**src/rtl/seg7_scan_driver.sv**
```systemverilog
// Eight-digit common-anode seven-segment scan driver.
// Data is snapshotted once per frame and decoded into a registered, active-low output stage.
module seg7_scan_driver #(
  parameter int unsigned SCAN_CNT   = 50000,
  parameter int unsigned BLINK_BITS = 25
) (
  input  logic        clk,
  input  logic        rst,
  input  logic        EN,
  input  logic [31:0] Disp_num,
  input  logic [7:0]  LE,
  input  logic [7:0]  point,
  output logic [7:0]  AN,
  output logic [7:0]  SEGMENT,
  output logic        frame_tick
);

  localparam int unsigned CntW = (SCAN_CNT > 1) ? $clog2(SCAN_CNT) : 1;

  logic [CntW-1:0]       cnt_q, cnt_d;
  logic [2:0]            idx_q, idx_d;
  logic [BLINK_BITS-1:0] blink_q;
  logic [31:0]           snap_num_q;
  logic [7:0]            snap_le_q, snap_pt_q;
  logic                  frame_start;
  logic [3:0]            nib;
  logic [7:0]            an_d, seg_d;

  function automatic logic [6:0] hex2seg(input logic [3:0] n);
    logic [6:0] s;
    case (n)
      4'h0: s = 7'h40;
      4'h1: s = 7'h79;
      4'h2: s = 7'h24;
      4'h3: s = 7'h30;
      4'h4: s = 7'h19;
      4'h5: s = 7'h12;
      4'h6: s = 7'h02;
      4'h7: s = 7'h78;
      4'h8: s = 7'h00;
      4'h9: s = 7'h10;
      4'hA: s = 7'h08;
      4'hB: s = 7'h03;
      4'hC: s = 7'h46;
      4'hD: s = 7'h21;
      4'hE: s = 7'h06;
      default: s = 7'h0E;
    endcase
    return s;
  endfunction

  assign frame_start = (cnt_q == '0) && (idx_q == 3'd0);

  // Digit dwell divider; the 3-bit index wraps 7 -> 0 naturally.
  always_comb begin
    cnt_d = cnt_q + CntW'(1);
    idx_d = idx_q;
    if (cnt_q == CntW'(SCAN_CNT - 1)) begin
      cnt_d = '0;
      idx_d = idx_q + 3'd1;
    end
  end

  always_ff @(posedge clk or posedge rst) begin
    if (rst) begin
      cnt_q   <= '0;
      idx_q   <= 3'd0;
      blink_q <= '0;
    end else begin
      cnt_q   <= cnt_d;
      idx_q   <= idx_d;
      blink_q <= blink_q + BLINK_BITS'(1);
    end
  end

  // Frame-coherent snapshot: only the first cycle of a frame may load.
  always_ff @(posedge clk or posedge rst) begin
    if (rst) begin
      snap_num_q <= 32'h0;
      snap_le_q  <= 8'h0;
      snap_pt_q  <= 8'h0;
    end else if (frame_start && EN) begin
      snap_num_q <= Disp_num;
      snap_le_q  <= LE;
      snap_pt_q  <= point;
    end
  end

  always_comb begin
    nib   = snap_num_q[{idx_q, 2'b00} +: 4];
    an_d  = ~(8'h01 << idx_q);
    seg_d = {~snap_pt_q[idx_q], hex2seg(nib)};
    // Blanking leaves AN walking so per-digit timing never changes.
    if (snap_le_q[idx_q] && blink_q[BLINK_BITS-1]) begin
      seg_d = 8'hFF;
    end
  end

  always_ff @(posedge clk or posedge rst) begin
    if (rst) begin
      AN         <= 8'hFF;
      SEGMENT    <= 8'hFF;
      frame_tick <= 1'b0;
    end else begin
      AN         <= an_d;
      SEGMENT    <= seg_d;
      frame_tick <= frame_start;
    end
  end

endmodule
```
**config.mk**
```make
export PLATFORM = sky130hd
export DESIGN_NAME = seg7_scan_driver
export DESIGN_NICKNAME = d
export VERILOG_FILES = /design/src/rtl/seg7_scan_driver.sv
export SDC_FILE = /design/constraint.sdc
export NUM_CORES = 1
export LEC_CHECK = 0
export ABC_AREA = 1
export CAP_MARGIN = 20
export CORE_MARGIN = 4
export CORE_UTILIZATION = 60
export DETAILED_ROUTE_END_ITERATION = 7
export PLACE_DENSITY = 0.85
export REMOVE_ABC_BUFFERS = 1
export SLEW_MARGIN = 10
export SYNTH_ARGS = -nofsm -noshare
export SYNTH_HDL_FRONTEND = slang
export SYNTH_SLANG_ARGS = --single-unit
```
**constraint.sdc**
```tcl
create_clock -name clk -period 5.5 [get_ports clk]
set_clock_uncertainty 0.2 [all_clocks]
set_input_delay 0.55 -clock clk [delete_from_list [all_inputs] [get_ports clk]]
set_output_delay 0.55 -clock clk [all_outputs]
set_load 0.05 [all_outputs]
```
# Word-level counts from Yosys, hierarchy flattened

Memories as Yosys holds them, arrays and structs flattened.
Index checks and enable logic that the tools add are counted.

Register bits: 109
Output and inout port bits: 17
Bits in read-only memories: 112
Input port bits: 51
Logic and storage cells: 30
Memories kept: 1

Memories:

| memory           | words | width | rd ports | clocked after Yosys merged registers in | write ports | RTL line | RTL |
|---|---|---|---|---|---|---|---|
| (name not given) | 16    | 7     | 1        | 0                                       | 0           | 31       | `case (n)` |

$lt $le $gt $ge: 1
Bitwise gates (word level): 2
Muxes and demuxes: 6
Add/sub/neg operators: 3
Reduce and logical (&&, ||, !) cells: 5
Shift-type cells: 2
Equal/unequal tests: 1

Operators with widths:

| cell                                                        | count |
|---|---|
| variable part select 32 x 6 -> 4 bit                        | 1 |
| adder 25 x 1 -> 25 bit (second input constant)              | 1 |
| adder 16 x 1 -> 16 bit (second input constant)              | 1 |
| equality test 16 bit (second input constant)                | 1 |
| zero test 16 bit                                            | 1 |
| two-way mux 16 bit                                          | 1 |
| two-way mux 8 bit                                           | 1 |
| NOT 8 bit                                                   | 1 |
| << shifter 1 x 3 -> 8 bit (first input constant)            | 1 |
| binary-select mux 1 bit (select 3 bit)                      | 2 |
| less-than comparator 3 x 4 -> 1 bit (second input constant) | 1 |
| adder 3 x 1 -> 3 bit (second input constant)                | 1 |
| logical AND 1 bit                                           | 3 |
| zero test 3 bit                                             | 1 |
| two-way mux 1 bit                                           | 2 |
| NOT 1 bit                                                   | 1 |

# Depth between registers and ports, before layout

Gate-level depths: netlist (run 1).

Depth after elaboration: 4
Gate-level depth with buffers: 16

# Least setup slack after synthesis (run 1)

OpenSTA, ideal clock, no wires.

Path kind: register -> register
Start: register idx_q[0]
End: register snap_num_q[11]
Cell stages (with the launch flop): 14
Path slack: 3,362 ps
Clock period less this slack: 2,138 ps
Arrival time: 1,821 ps
Setup time: 117 ps
Data required time: 5,183 ps
Path buffers: 5
Path through: dfrtp_1 buf_2 inv_2 buf_2 ha_1 nand2_1 nor3_1 and2_1 buf_4 nand2_2 buf_6 buf_6 nand2_1 nand2_1

Word-level cells in the longest chain between the ends: 3

Ends and longest elaborated chain:

| what                     | RTL line | RTL |
|---|---|---|
| start: declaration       | 21       | `logic [2:0] idx_q, idx_d;` |
| start signal: assignment | 71       | `idx_q <= idx_d;` |
| zero test 3 bit          | 52       | `assign frame_start = (cnt_q == '0) && (idx_q == 3'd0);` |
| logical AND 1 bit        | 52       |  |
| logical AND 1 bit        | 82       | `end else if (frame_start && EN) begin` |
| end signal: assignment   | 83       | `snap_num_q <= Disp_num;` |
| end: declaration         | 23       | `logic [31:0] snap_num_q;` |

No other way between the ends.
A chain may end at the register's enable or synchronous reset.

# Worst setup path after layout (run 1)

Start: register idx_q[0]
End: register snap_num_q[26]

The elaborated chain is that of the path after synthesis.

==> key figures, run 1 <==
Logic synthesis
  • Post-Syn Instances: 688
  • Synth area leaders: dfrtp_1 (42%), nand2_1 (15%), nand3_1 (9.2%), dfstp_2 (7.6%), inv_1 (4.5%)
  • Post-Synth Simple-Gate Area: 33.01%
  • Post-synthesis xor/xnor area fraction: 4.923%
  • Largest family of logic cells by synthesized area: simple AND/OR/NAND/NOR gates
  • Sequential share of the synthesized area: 49.82%
  • Register bit total from synthesis: 109
  • Area fraction of the dominant cell type after synthesis: 42.20%
  • Post-synthesis compound-gate area fraction: 1.475%
  • Ys async rst share: 100.0%
  • Area leader, netlist: dfrtp_1
  • Ys Warns: 0
  • Average cell area after synthesis: 8.016 um^2
  • Mux share of post-synthesis cell area: 0%
  • Post-synth top cells: nand2_1 (227), nand3_1 (101), dfrtp_1 (93)
  • Most common cell in the netlist: nand2_1
  • Post-synth EDFFs: 0
  • Library cells used by synthesis: 28
  • Adder-Cell Fraction of Synth Area: 3.403%
  • Synthesized cell area: 5515 um^2
  • Synth Flop Type: dfrtp_1

Detailed routing
  • Initial DRC count: 255
  • DR vias/cell: 5.466
  • Total Wirelength: 12.16 mm
  • Pre-antenna DRT Iters: 4
  • Detail Route Antenna Nets: 0
  • Wirelength per Cell: 14.18 um
  • # DRC: 0
  • Total vias in the final route: 4684

STA
  • Worst-Margin Slew: 0.9169 ns
  • Count of final setup violators: 0
  • Fmax achieved: 259.8 MHz
  • Final min period: 3.850 ns
  • RSZ-0062 raised after global routing: no
  • Final Hold Vio Count: 0
  • Setup TNS: 0 ns
  • Period utilisation layout: 70.00%
  • Max-slew headroom: 38.87%
  • Slew Viols, Final: 0

Clock tree
  • Post-CTS Setup Inserts: 0
  • CTS tree: yes
  • CTS clk-pin slew, worst paths: 0.10 ns
  • Hold_buf cts: 0
  • Post-cts sizing count: 0
  • H-tree Lvls: 3
  • Clk sinks: 109
  • Cts bufs inserted: 9
  • Clk_lat worst skew: 0.38 ns
  • Longest Clk Path Bufs: 2
  • CTS root buffer: clkbuf_8

Critical path
  • Crit path from: idx_q[0]
  • Critical R2R Launch: idx_q[0]
  • Critical path peak fanout: 50
  • Worst r2r dst: snap_num_q[26]
  • Crit path to: snap_num_q[26]
  • Worst Setup Start Kind: flip-flop
  • CP arrival: 3.91 ns
  • R2R Setup Slk: 1.65 ns
  • Reg2Reg Depth: 8
  • Crit Path Class: flip-flop to flip-flop
  • Req. time, crit path: 5.56 ns
  • CP endpoint kind: flip-flop

Floorplanning
  • I/O pin count: 68
  • Die span in y: 103.9 um
  • Core Box Area: 8848 um^2
  • Starting Density: 62.33%
  • Die area: 10790 um^2
  • # rows: 34
  • Die X: 103.9 um

GRT
  • Global-route wire length before repair: 21.42 mm
  • Largest net degree at the start of global routing: 62
  • Total track usage: 23.80%
  • Number of global-route vias before repair: 4536
  • Initial antenna violation count: 0
  • Total grt overflow: 0

Place
  • Area after DPL: 6190 um^2
  • Post-Place Cells: 841
  • GP Congestion: 0.8970
  • IO Port Bufs: 67
  • DP HPWL: 8.612 mm

Outcome
  • Run status: finished, final reports clean

Final layout
  • Nets: 810
  • Area growth syn-to-layout: 15.56%
  • Design area: 6374 um^2
  • Antenna diode instance count: 0
  • Finished Layout Cells: 857
  • Fillers: 678
  • Share of layout cells above drive strength 1: 6.142%
  • Layout Utilization: 72.03%

Job
  • Max Cap Viol: 0

Hold path
  • Hold Path Origin: snap_le_q[3]
  • Worst hold path type: flip-flop to flip-flop

Power and ir drop
  • Clock network power share: 32.0%
  • Leak: 3.170 nW
  • Part of the power in registers: 58.7%
  • Pwr/cell area: 224.2 nW/um^2
  • VDD IR-drop max: 0.0001672 V
  • Share of power burned in combinational logic: 9.3%
  • Tot Pwr: 1.429 mW
  • Net switching power: 365.1 uW
  • Net Sw Frac: 25.55%
  • Internal power: 1.064 mW
==> cell usage in the layout, fill, tap and decap left out, types with 3 or more instances in the layout <==
master and instances:
dfrtp_1 93, nor2_1 57, clkdlybuf4s50_1 66, nor3_1 20, nand3_1 101, nand2_1 227, a21oi_1 4, clkbuf_8 10
xor2_1 22, ha_1 15, dfstp_2 16, o21ai_0 6, nor4_1 3, xnor2_1 9, inv_1 65, nand4_1 10
==> power groups by stage <==
stage / Combinational, mW / Sequential, mW / Clock [mW]
finish: 0.132 / 0.839 / 0.458
global route: 0.147 / 0.842 / 0.504
CTS: 0.134 / 0.839 / 0.464
detailed placement: 0.133 / 0.854 / 0
global placement: 0.129 / 0.853 / 0
floorplan: 0.0489 / 0.869 / 0
==> cell families (layout without fill, tap and decap cells) <==
group                    count (synthesis)  in the layout
XOR/XNOR                                31             31
buffers and inverters                   93            154
AO/OA/AOI/OAI                           14             14
flip-flops                             109            109
adder cells (fa/ha/maj)                 15             15
AND/OR/NAND/NOR                        426            426
==> layer usage <==
layer	GRT usage [%]	part of all wire, %	vias up
met1	33.43	45	2234
li1	-	-	2281
met5	0	0	-
met3	5.214	6.3	17
met4	7.123	1.5	0
met2	37.37	48	152
==> worst max-delay path: stages, from the launching register on <==
cell and delay, ns:
dfrtp_1 0.73, inv_2 0.50, ha_1 0.26, nand2_1 0.09
nor3_1 0.17, and2_2 0.73, nand2_2 0.75, nand2_1 0.23
nand2_1 0.08
==> sequential cells by signal, indices dropped and copies added (netlist names) <==
signal      cells
AN              8
SEGMENT         8
blink_q        25
cnt_q          16
frame_tick      1
idx_q           3
snap_le_q       8
snap_num_q     32
snap_pt_q       8
==> cell type report <==
cell class	count	area [um^2]	share of cell area, %
Sequential cell	109	2748	43.11
Multi-Input combinational cell	486	2362	37.06
Timing Repair Buffer	69	680.7	10.68
Inverter	69	264.0	4.142
Clock buffer	10	137.6	2.159
Tap cell	108	135.1	2.120
Clock inverter	6	46.29	0.7263
==> worst min path at each step <==
stage | depth (start not counted) | slack, ns | end
after floorplan | 2 | 0.24 | snap_le_q[1]
after global placement | 2 | 0.25 | snap_le_q[3]
after detailed placement | 2 | 0.25 | snap_le_q[3]
after CTS | 2 | 0.28 | snap_le_q[3]
after global routing | 2 | 0.30 | snap_le_q[3]
final | 2 | 0.28 | snap_le_q[3]
==> per-stage QoR <==
| stage | hold slack (ns) | setup WS [ns] |
|---|---|---|
| 3_5_place_dp | 0.2546 | 1.658 |
| 6_report | 0.2763 | 1.650 |
| 2_1_floorplan | 0.2366 | 1.903 |
| 4_1_cts | 0.2786 | 1.661 |
| 3_3_place_gp | 0.2506 | 1.887 |
| 5_1_grt | 0.2994 | 1.278 |
No activity file was read; power rests on OpenSTA's default activity.
==> inputs of run 2 (changes only) <==
- CORE_UTILIZATION: 60 -> 50
- PLACE_DENSITY: 0.85 -> 0.76
- clock period: 5.5 -> 3.3 ns (I/O delays scaled with it)
==> run 2 against run 1 <==
Compared with the run above: via count fell by 2.6%; clock power rose by 80%; fmax up 38%; count of clock-buffer cells in the layout is 2 higher; critical path type unchanged; final area grew 1.5%; largest cell class unchanged; non-clock buffer count grew 4; final cell count rose by 4.2%; total power grew 71%; core utilization decreased by 12 points.
==> key figures, run 2 (synthesis gave the netlist of run 1 again) <==
Clock tree
  • Longest Clk Path Bufs: 2
  • CTS clk-pin slew, worst paths: 0.10 ns
  • Post-cts sizing count: 0
  • Clk sinks: 109
  • Clk_lat worst skew: 0.39 ns
  • Hold_buf cts: 0
  • CTS tree: yes
  • H-tree Lvls: 3
  • Post-CTS Setup Inserts: 0
  • CTS root buffer: clkbuf_8
  • Cts bufs inserted: 9

Detailed routing
  • Total Wirelength: 12.26 mm
  • Initial DRC count: 272
  • # DRC: 0
  • Detail Route Antenna Nets: 0
  • Total vias in the final route: 4560
  • Pre-antenna DRT Iters: 5
  • Wirelength per Cell: 13.73 um
  • DR vias/cell: 5.106

Critical path
  • Critical R2R Launch: idx_q[1]
  • Crit path from: idx_q[1]
  • Crit Path Class: flip-flop to flip-flop
  • Slowest cell delay on critical path: 0.64 ns
  • Top cell family by delay on the critical path: buffers and inverters
  • CP arrival: 2.88 ns
  • CP endpoint kind: flip-flop
  • Reg2Reg Depth: 11
  • R2R Setup Slk: 0.52 ns
  • Buf+Inv Stages, Crit Path: 3
  • Critical path peak fanout: 13
  • Crit path to: SEGMENT[5]
  • Worst r2r dst: SEGMENT[5]
  • Cell count along the critical path: 11
  • Sequence of cells on the critical path: inv_1 > buf_4 > nand3_1 > nand2_1 > o21ai_1 > inv_1 > ha_1 > nand3_1 > nand2_1 > nand2_1 > nand3_1
  • Worst Setup Start Kind: flip-flop
  • Worst path slowest cell: dfrtp_1
  • Req. time, crit path: 3.40 ns

Outcome
  • Run status: finished, final reports clean

Power and ir drop
  • Pwr/cell area: 377.7 nW/um^2
  • Tot Pwr: 2.444 mW
  • VDD IR-drop max: 0.0002069 V
  • Leak: 3.202 nW

Floorplanning
  • Die area: 12770 um^2
  • I/O pin count: 68
  • Die span in y: 113.0 um
  • Core Box Area: 10840 um^2
  • Starting Density: 50.88%
  • # rows: 38
  • Die X: 113.0 um

GRT
  • Total grt overflow: 0
  • Largest net degree at the start of global routing: 50
  • Total track usage: 20.20%
  • Number of global-route vias before repair: 4403
  • Global-route wire length before repair: 20.98 mm
  • Initial antenna violation count: 0

Final layout
  • Multi-input combinational cell area: 2361 um^2
  • Commonest non-fill, non-tap cells in the layout: nand2_1 (227), nand3_1 (101), dfrtp_1 (93), clkdlybuf4s50_1 (66), inv_1 (65)
  • Share of layout cells above drive strength 1: 6.242%
  • Top reg by flops: snap_num_q
  • Antenna diode instance count: 0
  • Fillers: 955
  • Finished Layout Cells: 893
  • Nets: 814
  • Commonest non-fill, non-tap cell in the layout: nand2_1
  • Largest registers: snap_num_q x32, blink_q x25, cnt_q x16
  • Max reg flops: 32
  • Area growth syn-to-layout: 17.33%
  • Sequential cell area: 2748 um^2

Place
  • Post-Place Cells: 877
  • DP HPWL: 8.790 mm
  • GP Congestion: 0.8772
  • IO Port Bufs: 67
  • Dpl ws: 0.5637 ns

STA
  • Final Hold Vio Count: 0
  • Slew Viols, Final: 0
  • Max-slew headroom: 44.63%
  • Period utilisation layout: 84.25%
  • Worst-Margin Slew: 0.8276 ns
  • Final hold slack: 0.1516 ns
  • Count of final setup violators: 0
  • RSZ-0062 raised after global routing: no
  • Worst setup margin: 0.5196 ns
  • Final min period: 2.780 ns
  • Fmax achieved: 359.7 MHz

Hold path
  • Worst hold path type: input port to asynchronous set/reset pin

Job
  • Max Cap Viol: 0
## run 2: area by class of cell
class / count / area share (%)
flip-flops and latches: 109 / 42.46
multi-input cells: 486 / 36.48
repair buffers: 73 / 11.18
inverters: 69 / 4.080
well taps: 140 / 2.707
clock buffers: 12 / 2.243
clock inverters: 4 / 0.8507
## run 2: worst min-delay path by stage
stage | from | endpoint | slack [ns]
after floorplan | snap_le_q[1] | snap_le_q[1] | 0.24
after global placement | snap_le_q[7] | snap_le_q[7] | 0.25
after detailed placement | snap_num_q[0] | snap_num_q[0] | 0.26
after CTS | rst | blink_q[10] | 0.17
after global routing | rst | blink_q[10] | 0.20
final | rst | blink_q[10] | 0.15
## run 2: per-stage QoR
| stage | utilization [%] | cell area [um^2] | setup TNS, ns |
|---|---|---|---|
| final | 59.70 | 6471 | 0 |
| after global routing | 59.70 | 6471 | 0 |
| after CTS | 59.70 | 6471 | 0 |
| after detailed placement | 57.85 | 6271 | 0 |
| after global placement | 57.85 | 6271 | 0 |
| after floorplan | - | 5370 | -16.39 |
## run 2: per-layer routing
metal	GRT usage [%]	part of all wire [%]
met1	28.10	46
met2	31.95	47
met3	3.850	5.3
met4	6.971	1.7
met5	0	0
## run 2: report_power, final
part	internal (mW)	switching (mW)	leakage, nW	total, mW
Clock	0.377	0.449	0.0972	0.826
Combinational	0.0976	0.124	1.72	0.221
Sequential	1.38	0.0187	1.39	1.40
Total	1.85	0.591	3.20	2.44
## run 2: worst register-to-register path: stages, from the launching register on
cell and delay, ns:
dfrtp_1 0.64, inv_1 0.24, buf_4 0.24, nand3_1 0.10
nand2_1 0.06, o21ai_1 0.45, inv_1 0.18, ha_1 0.25
nand3_1 0.13, nand2_1 0.08, nand2_1 0.06, nand3_1 0.07
==> inputs of run 3 (changes only) <==
- clock period: 3.3 -> 2.5 ns (I/O delays scaled with it)
==> run 3 against run 2 <==
Compared with the run above: highest routed layer unchanged; count of clock-buffer cells in the layout did not move; worst setup slack worse by 0.35 ns; final cell count up 0.90%; sequential share of layout area down 0.76 points; largest cell class unchanged; non-clock buffer count increased by 8; register-to-register slack worse by 0.35 ns; final area increased by 1.8%; sequential power up 31%; via count is 3.2% higher; die area unchanged.
==> key figures, run 3 (synthesis gave the netlist of run 1 again) <==
STA
  • Slew Viols, Final: 0
  • Final Hold Vio Count: 0
  • Worst-Margin Slew: 0.5336 ns
  • Period utilisation layout: 93.35%
  • Setup TNS: 0 ns
  • Fmax achieved: 428.5 MHz
  • RSZ-0062 raised after global routing: no
  • Count of final setup violators: 0
  • Final min period: 2.334 ns
  • Max-slew headroom: 64.19%

GRT
  • Global-route wire length before repair: 21.61 mm
  • Number of global-route vias before repair: 4598
  • GRT met2 Usage: 32.58%
  • Met3 GRT Util: 4.813%
  • Total track usage: 20.96%
  • Total grt overflow: 0
  • Grt peak-use layer: met2
  • M1 GR Usage: 28.88%
  • Largest net degree at the start of global routing: 41
  • Initial antenna violation count: 0

Critical path
  • Crit Path Class: flip-flop to flip-flop
  • Req. time, crit path: 2.60 ns
  • CP arrival: 2.44 ns
  • CP endpoint kind: flip-flop
  • Worst Setup Start Kind: flip-flop
  • Critical path peak fanout: 15

Clock tree
  • Longest Clk Path Bufs: 2
  • Post-CTS Setup Inserts: 0
  • CTS root buffer: clkbuf_8
  • Clk_lat worst skew: 0.39 ns
  • Clk sinks: 109
  • Hold_buf cts: 0
  • H-tree Lvls: 3
  • CTS tree: yes
  • Cts bufs inserted: 9
  • Post-cts sizing count: 0
  • CTS clk-pin slew, worst paths: 0.10 ns

Floorplanning
  • Die X: 113.0 um
  • Die area: 12770 um^2
  • Core Box Area: 10840 um^2
  • Die span in y: 113.0 um
  • Starting Density: 50.88%
  • # rows: 38
  • I/O pin count: 68

Detailed routing
  • Total Wirelength: 12.68 mm
  • Initial DRC count: 345
  • DR vias/cell: 5.224
  • Total vias in the final route: 4707
  • # DRC: 0
  • Wirelength per Cell: 14.08 um
  • Pre-antenna DRT Iters: 5
  • Detail Route Antenna Nets: 0

Final layout
  • Top reg by flops: snap_num_q
  • Largest registers: snap_num_q x32, blink_q x25, cnt_q x16
  • Commonest non-fill, non-tap cell in the layout: nand2_1
  • Layout Utilization: 60.78%
  • Area growth syn-to-layout: 19.46%
  • Max reg flops: 32
  • Share of layout cells above drive strength 1: 7.096%
  • Antenna diode instance count: 0
  • Commonest non-fill, non-tap cells in the layout: nand2_1 (227), nand3_1 (101), dfrtp_1 (93), clkdlybuf4s50_1 (66), inv_1 (65)
  • Nets: 822
  • Finished Layout Cells: 901

Job
  • Max Cap Viol: 0

Hold path
  • Worst hold path type: input port to asynchronous set/reset pin

Place
  • IO Port Bufs: 67
  • GP Congestion: 0.9372
  • DP HPWL: 9.290 mm
  • Post-Place Cells: 885

Outcome
  • Run status: finished, final reports clean

Power and ir drop
  • VDD IR-drop max: 0.0002542 V
  • Leak: 3.260 nW
  • Pwr/cell area: 516.0 nW/um^2
## run 3: cell count changes in the layout (fill, tap and decap cells not counted), sizes merged
cell / change
buf: +8
bufinv: +2
inv: -1
clkinv: -1
## run 3: power by group
part / leakage, nW / internal [mW] / switching [mW]
sequential: 1.39 / 1.82 / 0.0249
combinational: 1.76 / 0.131 / 0.165
clock: 0.111 / 0.667 / 0.592
## run 3: final timing paths
check,start,to,slack [ns],cells after the start
setup / recovery,idx_q[0],SEGMENT[5],0.17,11
hold / removal,rst,snap_le_q[6],0.05,2
setup reg to reg,idx_q[0],SEGMENT[5],0.17,11
hold reg to reg,blink_q[21],blink_q[21],0.28,1
max in group asynchronous,rst,AN[5],1.40,3
min in group clk,EN,snap_num_q[1],0.16,3
## run 3: metrics by stage
stage	power, mW	hold slack [ns]	setup WS, ns	cell area [um^2]
6_report	3.400	0.05371	0.1663	6589
5_1_grt	3.541	0.09324	0.01758	6589
4_1_cts	3.428	0.06706	0.1774	6589
3_5_place_dp	2.176	0.2601	0.2052	6356
3_3_place_gp	2.167	0.2525	0.2831	6356
2_1_floorplan	2.020	0.1945	-0.9913	5370
## run 3: per-layer routing
metal  share of wire [%]  up-vias
li1                    -     2298
met1                  45     2215
met2                  45      167
met3                 7.0       27
met4                 2.5        0
met5                   0        -
## run 3: critical path, stage by stage (launching register included)
cell,delay [ns]
dfrtp_1,0.43
inv_2,0.22
nand2_1,0.08
nand3_1,0.08
nand2_1,0.06
o21ai_1,0.43
inv_1,0.17
ha_1,0.25
nand3_1,0.13
nand2_1,0.07
nand2_1,0.05
nand3_1,0.07
## run 3: cell type report
| type | instances | area, um^2 |
|---|---|---|
| Fill cell | 972 | 4252 |
| Sequential cell | 109 | 2748 |
| Multi-Input combinational cell | 486 | 2361 |
| Timing Repair Buffer | 81 | 808.3 |
| Inverter | 69 | 264.0 |
| Tap cell | 140 | 175.2 |
| Clock buffer | 12 | 135.1 |
| Clock inverter | 4 | 97.59 |
